[src/rtl/fifo_sync_flags.sv]
`default_nettype none
// ============================================================================
// fifo_sync_flags : show-ahead synchronous FIFO with occupancy count,
//                   almost-full/almost-empty thresholds and sticky errors
// Revision 1.0
// ============================================================================
module fifo_sync_flags #(
  parameter int D_WIDTH  = 8,
  parameter int A_WIDTH  = 4,
  parameter int AF_LEVEL = 2**A_WIDTH-2,
  parameter int AE_LEVEL = 2
) (
  input  logic               clk,
  input  logic               rst,
  input  logic               wr,
  input  logic               rd,
  input  logic [D_WIDTH-1:0] w_data,
  input  logic               flush,
  input  logic               clr_err,
  output logic [D_WIDTH-1:0] r_data,
  output logic               empty,
  output logic               full,
  output logic               almost_empty,
  output logic               almost_full,
  output logic [A_WIDTH:0]   count,
  output logic               overflow,
  output logic               underflow
);

  localparam int             DEPTH   = 2**A_WIDTH;
  localparam logic [A_WIDTH:0]   C_DEPTH = (A_WIDTH+1)'(DEPTH);
  localparam logic [A_WIDTH:0]   C_CNT1  = (A_WIDTH+1)'(1);
  localparam logic [A_WIDTH-1:0] C_PTR1  = A_WIDTH'(1);
  localparam logic           C_AE_RST = (AE_LEVEL >= 0);
  localparam logic           C_AF_RST = (AF_LEVEL <= 0);

  logic [D_WIDTH-1:0] buff_q [DEPTH];
  logic [A_WIDTH-1:0] w_ptr_q, w_ptr_d, r_ptr_q, r_ptr_d;
  logic [A_WIDTH:0]   count_q, count_d;
  logic empty_q, empty_d, full_q, full_d;
  logic almost_empty_q, almost_empty_d, almost_full_q, almost_full_d;
  logic overflow_q, overflow_d, underflow_q, underflow_d;
  logic w_rd_ok, w_wr_ok, w_mem_we;

  assign w_rd_ok  = rd & ~empty_q;
  assign w_wr_ok  = wr & (~full_q | rd);
  assign w_mem_we = rst & ~flush & w_wr_ok;

  always_comb begin
    w_ptr_d     = w_ptr_q;
    r_ptr_d     = r_ptr_q;
    count_d     = count_q;
    overflow_d  = overflow_q & ~clr_err;
    underflow_d = underflow_q & ~clr_err;
    if (flush) begin
      w_ptr_d = '0;
      r_ptr_d = '0;
      count_d = '0;
    end else begin
      // A new error on the same edge as clr_err keeps the flag set.
      if (wr & ~w_wr_ok) overflow_d  = 1'b1;
      if (rd & ~w_rd_ok) underflow_d = 1'b1;
      if (w_wr_ok) w_ptr_d = w_ptr_q + C_PTR1;
      if (w_rd_ok) r_ptr_d = r_ptr_q + C_PTR1;
      case ({w_wr_ok, w_rd_ok})
        2'b10:   count_d = count_q + C_CNT1;
        2'b01:   count_d = count_q - C_CNT1;
        default: count_d = count_q;
      endcase
    end
    empty_d        = (count_d == '0);
    full_d         = (count_d == C_DEPTH);
    almost_empty_d = (int'(count_d) <= AE_LEVEL);
    almost_full_d  = (int'(count_d) >= AF_LEVEL);
  end

  always_ff @(posedge clk or negedge rst) begin
    if (!rst) begin
      w_ptr_q        <= '0;
      r_ptr_q        <= '0;
      count_q        <= '0;
      empty_q        <= 1'b1;
      full_q         <= 1'b0;
      almost_empty_q <= C_AE_RST;
      almost_full_q  <= C_AF_RST;
      overflow_q     <= 1'b0;
      underflow_q    <= 1'b0;
    end else begin
      w_ptr_q        <= w_ptr_d;
      r_ptr_q        <= r_ptr_d;
      count_q        <= count_d;
      empty_q        <= empty_d;
      full_q         <= full_d;
      almost_empty_q <= almost_empty_d;
      almost_full_q  <= almost_full_d;
      overflow_q     <= overflow_d;
      underflow_q    <= underflow_d;
    end
  end

  // Storage is deliberately not reset.
  always_ff @(posedge clk) begin
    if (w_mem_we) buff_q[w_ptr_q] <= w_data;
  end

  assign r_data       = buff_q[r_ptr_q];
  assign empty        = empty_q;
  assign full         = full_q;
  assign almost_empty = almost_empty_q;
  assign almost_full  = almost_full_q;
  assign count        = count_q;
  assign overflow     = overflow_q;
  assign underflow    = underflow_q;

endmodule
`default_nettype wire

[config.mk]
export PLATFORM = sky130hd
export DESIGN_NAME = fifo_sync_flags
export DESIGN_NICKNAME = d
export VERILOG_FILES = /design/src/rtl/fifo_sync_flags.sv
export SDC_FILE = /design/constraint.sdc
export NUM_CORES = 1
export LEC_CHECK = 0
export ABC_AREA = 1
export BUFFER_PORTS_ARGS = -buffer_cell sky130_fd_sc_hd__clkbuf_2
export CAP_MARGIN = 5
export CORE_ASPECT_RATIO = 0.75
export CORE_MARGIN = 4
export CORE_UTILIZATION = 54
export DETAILED_ROUTE_END_ITERATION = 12
export PLACE_DENSITY_LB_ADDON = 0.08
export SLEW_MARGIN = 10
export SYNTH_ARGS = -nofsm -noshare
export SYNTH_HDL_FRONTEND = slang
export SYNTH_SLANG_ARGS = --single-unit
export TNS_END_PERCENT = 1
[constraint.sdc]
create_clock -name clk -period 2.3 [get_ports clk]
set_clock_uncertainty 0.1 [all_clocks]
set_input_delay 0 -clock clk [delete_from_list [all_inputs] [get_ports clk]]
set_output_delay 0 -clock clk [all_outputs]
set_load 0.01 [all_outputs]
== Word level (Yosys, flattened, before mapping) ==
Memory sizes are Yosys's and may differ from the RTL's.
Index checks and enable logic that the tools add are counted.

* Register bits: 19
* Latch bits: 0
* RAM bits: 128
* Bits in read-only memories: 0
* Input bits: 14
* Output and inout port bits: 19
* Word-level logic and storage cells: 49
* Memories: 1

{| class="wikitable"
|+ Memories
! memory !! depth !! width !! rd ports !! clocked after Yosys merged registers in !! write ports !! RTL line !! text
|-
| buff_q || 16 || 8 || 1 || 0 || 1 || 37 || <nowiki>logic [D_WIDTH-1:0] buff_q [DEPTH];</nowiki>
|}

* Add/subtract/negate cells: 4
* Multipliers: 0
* Div/mod/pow operators: 0
* $lt $le $gt $ge: 2
* Equality and inequality tests: 3
* Shifts and indexed selects: 0
* Mux-type cells: 12
* Bitwise gates (word level): 15
* Reductions and logical operators: 3

{| class="wikitable"
|+ Operator list
! kind !! number
|-
| 4-bit 2-to-1 mux || 4
|-
| 5-bit case mux with 2 select lines || 1
|-
| 4-bit by 1-bit adder with 4-bit output, second input constant || 2
|-
| 1-bit bitwise AND || 8
|-
| 1-bit 2-to-1 mux || 6
|-
| 1-bit NOT || 6
|-
| 5-bit by 1-bit adder with 5-bit output, second input constant || 1
|-
| 5-bit == test, second input constant || 1
|-
| 5-bit by 4-bit greater-or-equal comparator with 1-bit output, second input constant || 1
|-
| 5-bit by 2-bit <= comparator with 1-bit output, second input constant || 1
|-
| 5-bit zero test || 1
|-
| 5-bit 2-to-1 mux || 1
|-
| 5-bit by 1-bit subtractor with 5-bit output, second input constant || 1
|-
| 2-bit nonzero test || 2
|-
| 2-bit by 1-bit == test with 1-bit output, second input constant || 1
|-
| 2-bit == test, second input constant || 1
|-
| 1-bit OR || 1
|}

== Depth between registers and ports, before layout ==
Gate-level depths: netlist of the first run.

* Depth after elaboration: 7
* Depth in mapped cells: 17

== Least setup slack after synthesis of the first run ==
Ideal clock, no wire load.

* Path kind: register to register
* Start point: reg empty_q (netlist: empty)
* End point: reg full_q (netlist: full)
* Arrival time: 1.982 ns
* Required time: 2.083 ns
* Path slack: 0.100 ns
* Cell stages (with the launch flop): 14
* Buffers on the path: 1
* Path through: dfstp_2 nor2_1 ha_1 buf_6 nor2_1 nor2_2 ha_1 nor2_1 nor3_1 inv_1 nand2_1 inv_1 nand3_2 nor2_1

* Longest elaborated chain between the ends: 6
* Elaborated cells between the ends (all ways): 7
* Classes of those cells: eq/ne: 3; mux: 2; bitwise: 2

{| class="wikitable"
|+ RTL lines
! what !! RTL line !! text
|-
| from (decl) || 40 || <nowiki>logic empty_q, empty_d, full_q, full_d;</nowiki>
|-
| from (signal assigned) || 92 || <nowiki>empty_q <= empty_d;</nowiki>
|-
| 1-bit NOT (*) || 45 || <nowiki>assign w_rd_ok = rd & ~empty_q;</nowiki>
|-
| 1-bit bitwise AND (*) || 45 ||
|-
| 2-bit by 1-bit == test with 1-bit output or 2-bit == test (tied branches) || 65 || <nowiki>case ({w_wr_ok, w_rd_ok})</nowiki>
|-
| 5-bit case mux with 2 select lines (*) || 65 ||
|-
| 5-bit 2-to-1 mux (*) || 55 || <nowiki>if (flush) begin</nowiki>
|-
| named net count_d[1] || 39 || <nowiki>logic [A_WIDTH:0] count_q, count_d;</nowiki>
|-
| 5-bit == test (*) || 72 || <nowiki>full_d = (count_d == C_DEPTH);</nowiki>
|-
| named net full_d || 40 ||
|-
| to (signal assigned) || 93 || <nowiki>full_q <= full_d;</nowiki>
|-
| to (decl) || 40 ||
|}

The timed path passes the listed nets; every way through them passes the cells marked *.
A chain may end at the register's enable or synchronous reset.

== Worst setup path in the final report of the first run ==
* Start point: reg full_q (netlist: full)
* End point: reg almost_empty_q (netlist: almost_empty)

* Longest elaborated chain between the ends: 7
* Elaborated cells between the ends (all ways): 8
* Classes of those cells: order compare: 1; eq/ne: 2; mux: 2; bitwise: 3

{| class="wikitable"
|+ RTL lines
! what !! RTL line !! text
|-
| 1-bit NOT (*) || 46 || <nowiki>assign w_wr_ok = wr & (~full_q | rd);</nowiki>
|-
| 1-bit OR (*) || 46 ||
|-
| 1-bit bitwise AND (*) || 46 ||
|-
| 2-bit by 1-bit == test with 1-bit output or 2-bit == test (tied branches) || 65 ||
|-
| 5-bit case mux with 2 select lines (*) || 65 ||
|-
| 5-bit 2-to-1 mux (*) || 55 ||
|-
| named net count_d[4] || 39 ||
|-
| 5-bit by 2-bit <= comparator with 1-bit output (*) || 73 || <nowiki>almost_empty_d = (int'(count_d) <= AE_LEVEL);</nowiki>
|-
| named net almost_empty_d || 41 || <nowiki>logic almost_empty_q, almost_empty_d, almost_full_q, almost_full_d;</nowiki>
|-
| to (signal assigned) || 94 || <nowiki>almost_empty_q <= almost_empty_d;</nowiki>
|-
| to (decl) || 41 ||
|}

Marked as above.

==> results of run 1 <==
==> worst paths after layout <==
| kind | start | to | slack, ns | cells after the start |
|---|---|---|---|---|
| min | rst | almost_full | 0.03 | 3 |
| max reg2reg | full | almost_empty | 0.16 | 15 |
| min in group clk | clr_err | underflow | 0.25 | 3 |
| max | full | almost_empty | 0.16 | 15 |
| min reg2reg | w_ptr_q[3] | w_ptr_q[3] | 0.43 | 1 |
| max in group asynchronous | rst | empty | 1.81 | 3 |
==> metrics by stage <==
stage,setup slack (ns),hold slack [ns],total power [W]
2_1_floorplan,0.100,-0.396,0.00396
3_3_place_gp,0.0567,-0.0923,0.00438
3_5_place_dp,-0.178,-0.0867,0.00442
4_1_cts,0.0456,0.00506,0.00767
5_1_grt,-0.00799,0.0688,0.00799
6_report,0.162,0.0273,0.00766
==> critical path, stage by stage, from the launching register on <==
cell and delay [ns]:
dfrtp_1 0.36, nand2_1 0.10, nand2_1 0.10, ha_2 0.24, nand2_1 0.07, inv_1 0.10
nor2_2 0.06, ha_1 0.17, a21o_1 0.18, nand3_1 0.10, nand2_1 0.06, nand2_1 0.06
nand3_1 0.08, nand2_2 0.11, inv_1 0.07, nor2_1 0.11
==> power by group through the flow <==
stage	Combinational [W]	Clock (W)	Sequential (W)
6_report	0.00134	0.00323	0.00309
5_1_grt	0.00149	0.00339	0.00311
4_1_cts	0.00132	0.00326	0.00309
3_5_place_dp	0.00128	0	0.00314
3_3_place_gp	0.00124	0	0.00314
2_1_floorplan	0.000800	0	0.00316
==> layer usage <==
metal  share of wire [%]  wire, um  vias up
li1                    -         -     1936
met1                  46      6480     2025
met2                  47      6630      155
met3                 6.8       963       13
met4                 1.1       155        0
met5                   0         0        -
==> cell type report <==
cell class	instances	area, um^2
Clock buffer	19	443
Clock inverter	13	255
Fill cell	787	3520
Inverter	28	108
Multi-Input combinational cell	292	1540
Sequential cell	147	4320
Tap cell	140	175
Timing Repair Buffer	77	573
==> synth_stat cells (all sizes together) <==
library cell  count  area, um^2
o22ai             9        56.3
o21ai            72         360
o211ai            8        60.1
ha                8         100
nand2            43         166
clkbuf           15        57.6
o21a              1        7.51
xor2              2        25.0
buf              11        70.1
nor3              3        20.0
dfrtp            17         425
inv              28         105
nand3            17        90.1
edfxtp          128        3840
a21oi             7        35.0
xnor2             2        17.5
a211oi            2        15.0
o221ai           24         210
a21o              1        7.51
nor2             93         352
dfstp             2        52.6
==> state kept, by name, indices dropped and copies added, names as in the netlist <==
name,cells
count,5
r_ptr_q,4
buff_q,128
overflow,1
w_ptr_q,4
full,1
empty,1
almost_empty,1
underflow,1
almost_full,1
==> cells by family (layout without fill, tap and decap cells) <==
logic type	after synthesis	in the layout	share of synthesized area, %
and+or+nand+nor	156	156	10.3
DFF	147	147	71.1
AOI/OAI and AO/OA	124	124	12.4
buffers and inverters	54	137	3.83
adders and majority gates	8	8	1.65
xor gates and xnor gates	4	4	0.700
==> repair_timing <==
action | 4_1_cts | 5_1_grt
setup endpoints to repair | 4 | 12
pin swaps | 0 | 1
gates resized for setup | 2 | 7
hold endpoints to repair | 160 | 0
hold buffers | 15 | 0
==> results.py, run 1 <==
metrics = {
    "clock_network": {
        "cts_inserted_buffers": 17,
        "clock_path_buffers": 2,
        "cts_setup_buffers": 0,
        "insertion_delay_ns": 0.41,
        "cts.sinks": 147,
        "cts_tree": "built",
        "h-tree-depth": 4,
        "clk_pin_slew_ns": 0.06,
        "cts_root_buf": "clkbuf_16",
    },
    "place": {
        "dpl.hpwl_um": 8710,
        "place.gp.congestion": 0.838,
        "place_area_um2": 6550,
        "io_buffers": 32,
        "place_inst": 669,
    },
    "yosys": {
        "synth.distinct_cells": 31,
        "syn_avg_cell_area_um2": 12.3,
        "synth-seq-cells": 147,
        "ys_warn_count": 0,
        "yosysSeqAreaShare_pct": 71.1,
        "synth_nets": 515,
        "syn_inst": 493,
        "netlist_area_um2": 6080,
    },
    "grt": {
        "grt_pass1_vias": 4051,
        "busiest_layer": "met2",
        "track_usage_pct": 23.4,
        "grt_overflow_total": 0,
        "grt_util_met2_pct": 34.8,
        "use_met1_pct": 34.5,
        "grt_max_degree": 67,
        "antenna_found_initial": 0,
        "grt_use_met3_pct": 6.12,
        "grt_pass1_wl_um": 22300,
    },
    "sta": {
        "slew_violations": 0,
        "setup_viol": 0,
        "rsz0062_at_grt": "yes",
        "fin_crit_sh_pct": 93.0,
        "fmax_ghz": 0.468,
        "slew-limit-headroom_pct": 72.9,
        "hold_viol": 0,
        "tightest_slew_ns": 0.406,
        "fin_tns_setup_ns": 0,
        "finalCriticalPeriod_ns": 2.14,
    },
    "layout": {
        "final_common_cell": "edfxtp_1",
        "instances_no_fill": 716,
        "layout.nets": 585,
        "final_area_um2": 7420,
        "final_core_util_pct": 67.8,
        "drive_gt1_share_pct": 19.1,
        "syn_to_final_growth_pct": 22.1,
        "insertedDiodeCount": 0,
        "mostFrequentLayoutCells": "edfxtp_1, nor2_1, o21ai_0, nand2_1, clkbuf_2",
    },
    "routing": {
        "vias": 4129,
        "wl_um": 14200,
        "via_per_inst": 5.77,
        "wl_per_cell_um": 19.9,
        "ant_nets": 0,
        "drc": 0,
        "drt_iter0_markers": 407,
        "dr.pass1.iters": 5,
    },
    "worst_setup_path": {
        "path_class": "flop to flop",
        "cp.required_ns": 2.55,
        "arrival_ns": 2.39,
        "cp_max_fo": 4,
        "cp-start-kind": "flop",
        "end_kind": "flop",
    },
    "power_and_ir_drop": {
        "cellLeakagePower_nw": 2.78,
        "comb_power_share_pct": 17.5,
        "power_density_nw_per_um2": 1030,
        "swShare_pct": 26.0,
        "peakVddDrop_v": 0.000830,
        "p_sw_w": 0.00199,
        "sequentialPowerShare_pct": 40.4,
        "p_clk_share_pct": 42.1,
        "p_int_w": 0.00567,
    },
    "die": {
        "core_area_um2": 10900,
        "ios": 33,
        "fp.dieArea_um2": 13000,
        "die_w_um": 130,
        "fp.dieH_um": 99.9,
        "rows": 33,
        "start_util_pct": 55.5,
    },
    "worst_hold_path": {
        "hp-class": "primary input to asynchronous set/reset pin",
    },
    "outcome": {
        "status": "completed",
    },
    "flow_run": {
        "cap_violations": 0,
    },
}
Power figures use the tool's default switching activity.
==> run 2: changes to the inputs <==
--- a/config.mk
+++ b/config.mk
@@ -10,3 +10,3 @@
 export CAP_MARGIN = 5
-export CORE_ASPECT_RATIO = 0.75
+export CORE_ASPECT_RATIO = 0.5
 export CORE_MARGIN = 4
--- a/constraint.sdc
+++ b/constraint.sdc
@@ -4,2 +4,2 @@
 set_output_delay 0 -clock clk [all_outputs]
-set_load 0.01 [all_outputs]
+set_load 0.02 [all_outputs]
==> run 2 against run 1 <==
Effect of this change: critical path depth shrank 9; cell area shrank 0.27%; count of clock-buffer cells in the layout shrank 1; critical path type is now flop to output port; largest cell class unchanged.
==> results.py, run 2 (synthesis gave the netlist of run 1 again) <==
metrics = {
    "sta": {
        "rsz0062_at_grt": "no",
        "tightest_slew_ns": 0.482,
        "finalCriticalPeriod_ns": 2.17,
        "fin_crit_sh_pct": 94.2,
        "hold_viol": 0,
        "setup_slack_ns": 0.133,
        "slew-limit-headroom_pct": 67.9,
        "fmax_ghz": 0.461,
        "fin_hold_ws_ns": 0.330,
        "setup_viol": 0,
        "fin_tns_setup_ns": 0,
        "slew_violations": 0,
    },
    "worst_setup_path": {
        "max_stage_delay_ns": 0.43,
        "arrival_ns": 2.07,
        "r2r_slack_ns": 0.14,
        "rr_worst_depth": 12,
        "cp_top_family": "compound AO/OA/AOI/OAI gates",
        "crit_slowest_cell": "dfrtp_1",
        "cp.depth": 6,
        "timing.rr.end": "almost_full",
        "end_kind": "output port",
        "critPathCapture": "r_data[5]",
        "cp-start-kind": "flop",
        "rr_startpoint": "empty",
        "cp_max_fo": 22,
        "crit_start": "r_ptr_q[1]",
        "crit_buf_inv": 2,
        "cp.required_ns": 2.20,
        "crit_chain": "inv_4, o21ai_0, o221ai_1, nand3_1, nand2_1, clkbuf_2",
        "path_class": "flop to output port",
    },
    "layout": {
        "insertedDiodeCount": 0,
        "largest_reg_flops": 128,
        "instances_no_fill": 722,
        "final_common_cell": "edfxtp_1",
        "largest-register": "buff_q",
        "drive_gt1_share_pct": 18.7,
        "register_area_um2": 4320,
        "layout.nets": 586,
        "mostFrequentLayoutCells": "edfxtp_1, nor2_1, o21ai_0, nand2_1, clkbuf_2",
        "multi_input_area_um2": 1540,
        "syn_to_final_growth_pct": 21.8,
        "fillers": 774,
    },
    "die": {
        "core_area_um2": 11000,
        "die_w_um": 158,
        "fp.dieH_um": 83.0,
        "start_util_pct": 55.4,
        "rows": 27,
        "ios": 33,
        "fp.dieArea_um2": 13100,
    },
    "place": {
        "dpl.hpwl_um": 8500,
        "io_buffers": 32,
        "place_inst": 673,
        "pre_cts_ws_ns": 0.111,
        "place.gp.congestion": 0.853,
    },
    "power_and_ir_drop": {
        "peakVddDrop_v": 0.000627,
        "power_density_nw_per_um2": 1020,
        "cellLeakagePower_nw": 2.75,
    },
    "routing": {
        "via_per_inst": 5.65,
        "vias": 4079,
        "dr.pass1.iters": 4,
        "drc": 0,
        "drt_iter0_markers": 292,
        "wl_per_cell_um": 19.2,
        "wl_um": 13800,
        "ant_nets": 0,
    },
    "clock_network": {
        "cts_inserted_buffers": 17,
        "cts.sinks": 147,
        "cts_setup_buffers": 0,
        "cts_root_buf": "clkbuf_16",
        "h-tree-depth": 4,
        "clock_path_buffers": 2,
        "insertion_delay_ns": 0.41,
        "cts_tree": "built",
        "clk_pin_slew_ns": 0.06,
    },
    "flow_run": {
        "cap_violations": 0,
    },
    "grt": {
        "grt_overflow_total": 0,
        "track_usage_pct": 22.1,
        "grt_max_degree": 67,
        "grt_pass1_vias": 4064,
        "grt_pass1_wl_um": 21600,
        "antenna_found_initial": 0,
    },
    "worst_hold_path": {
        "hp-class": "primary input to flop",
    },
    "outcome": {
        "status": "completed",
    },
}
## run 2: worst min path at each step
stage                     cells past startpoint  slack [ns]          end   from
after global routing                          3        0.35   w_ptr_q[1]  flush
after global placement                        2        -0.1     overflow    rst
after CTS                                     3        0.31   w_ptr_q[1]  flush
after detailed placement                      2       -0.11     overflow    rst
after floorplan                               0       -0.40  almost_full    rst
final                                         3        0.33   w_ptr_q[1]  flush
## run 2: area by class of cell
type | count | share of cell area, %
sequential | 147 | 58.4
multi-input combinational | 292 | 20.8
timing repair buffer | 78 | 7.91
clock buffer | 18 | 5.80
clock inverter | 14 | 3.08
tap | 145 | 2.45
inverter | 28 | 1.49
## run 2: metal layers
layer | GRT usage [%] | share of wire (%)
met1 | 32.3 | 46
met2 | 33.7 | 46
met3 | 5.31 | 6.8
met4 | 6.19 | 0.82
met5 | 0 | 0
## run 2: where the power goes
group	leakage, nW	internal (W)	switching [W]
logic	1.04	0.000491	0.000934
clock network	0.309	0.00194	0.00110
registers	1.40	0.00301	0.0000900
## run 2: tightest hold or removal path, stage by stage
cell and delay, ns:
dlygate4sd3_1 0.52, clkbuf_2 0.21, a211oi_1 0.08
## run 2: what timing repair did
item,in CTS,in global routing
endpoints found under the hold margin,162,0
gates resized for setup,1,7
hold buffers,17,0
endpoints found under the setup margin,1,9
## run 2: per-stage QoR
stage          utilization [%]  total power, W  area [um^2]
2_1_floorplan                -         0.00405         6080
3_3_place_gp              59.6         0.00450         6550
3_5_place_dp              59.6         0.00452         6550
4_1_cts                   67.2         0.00758         7380
5_1_grt                   67.4         0.00790         7400
6_report                  67.4         0.00756         7400
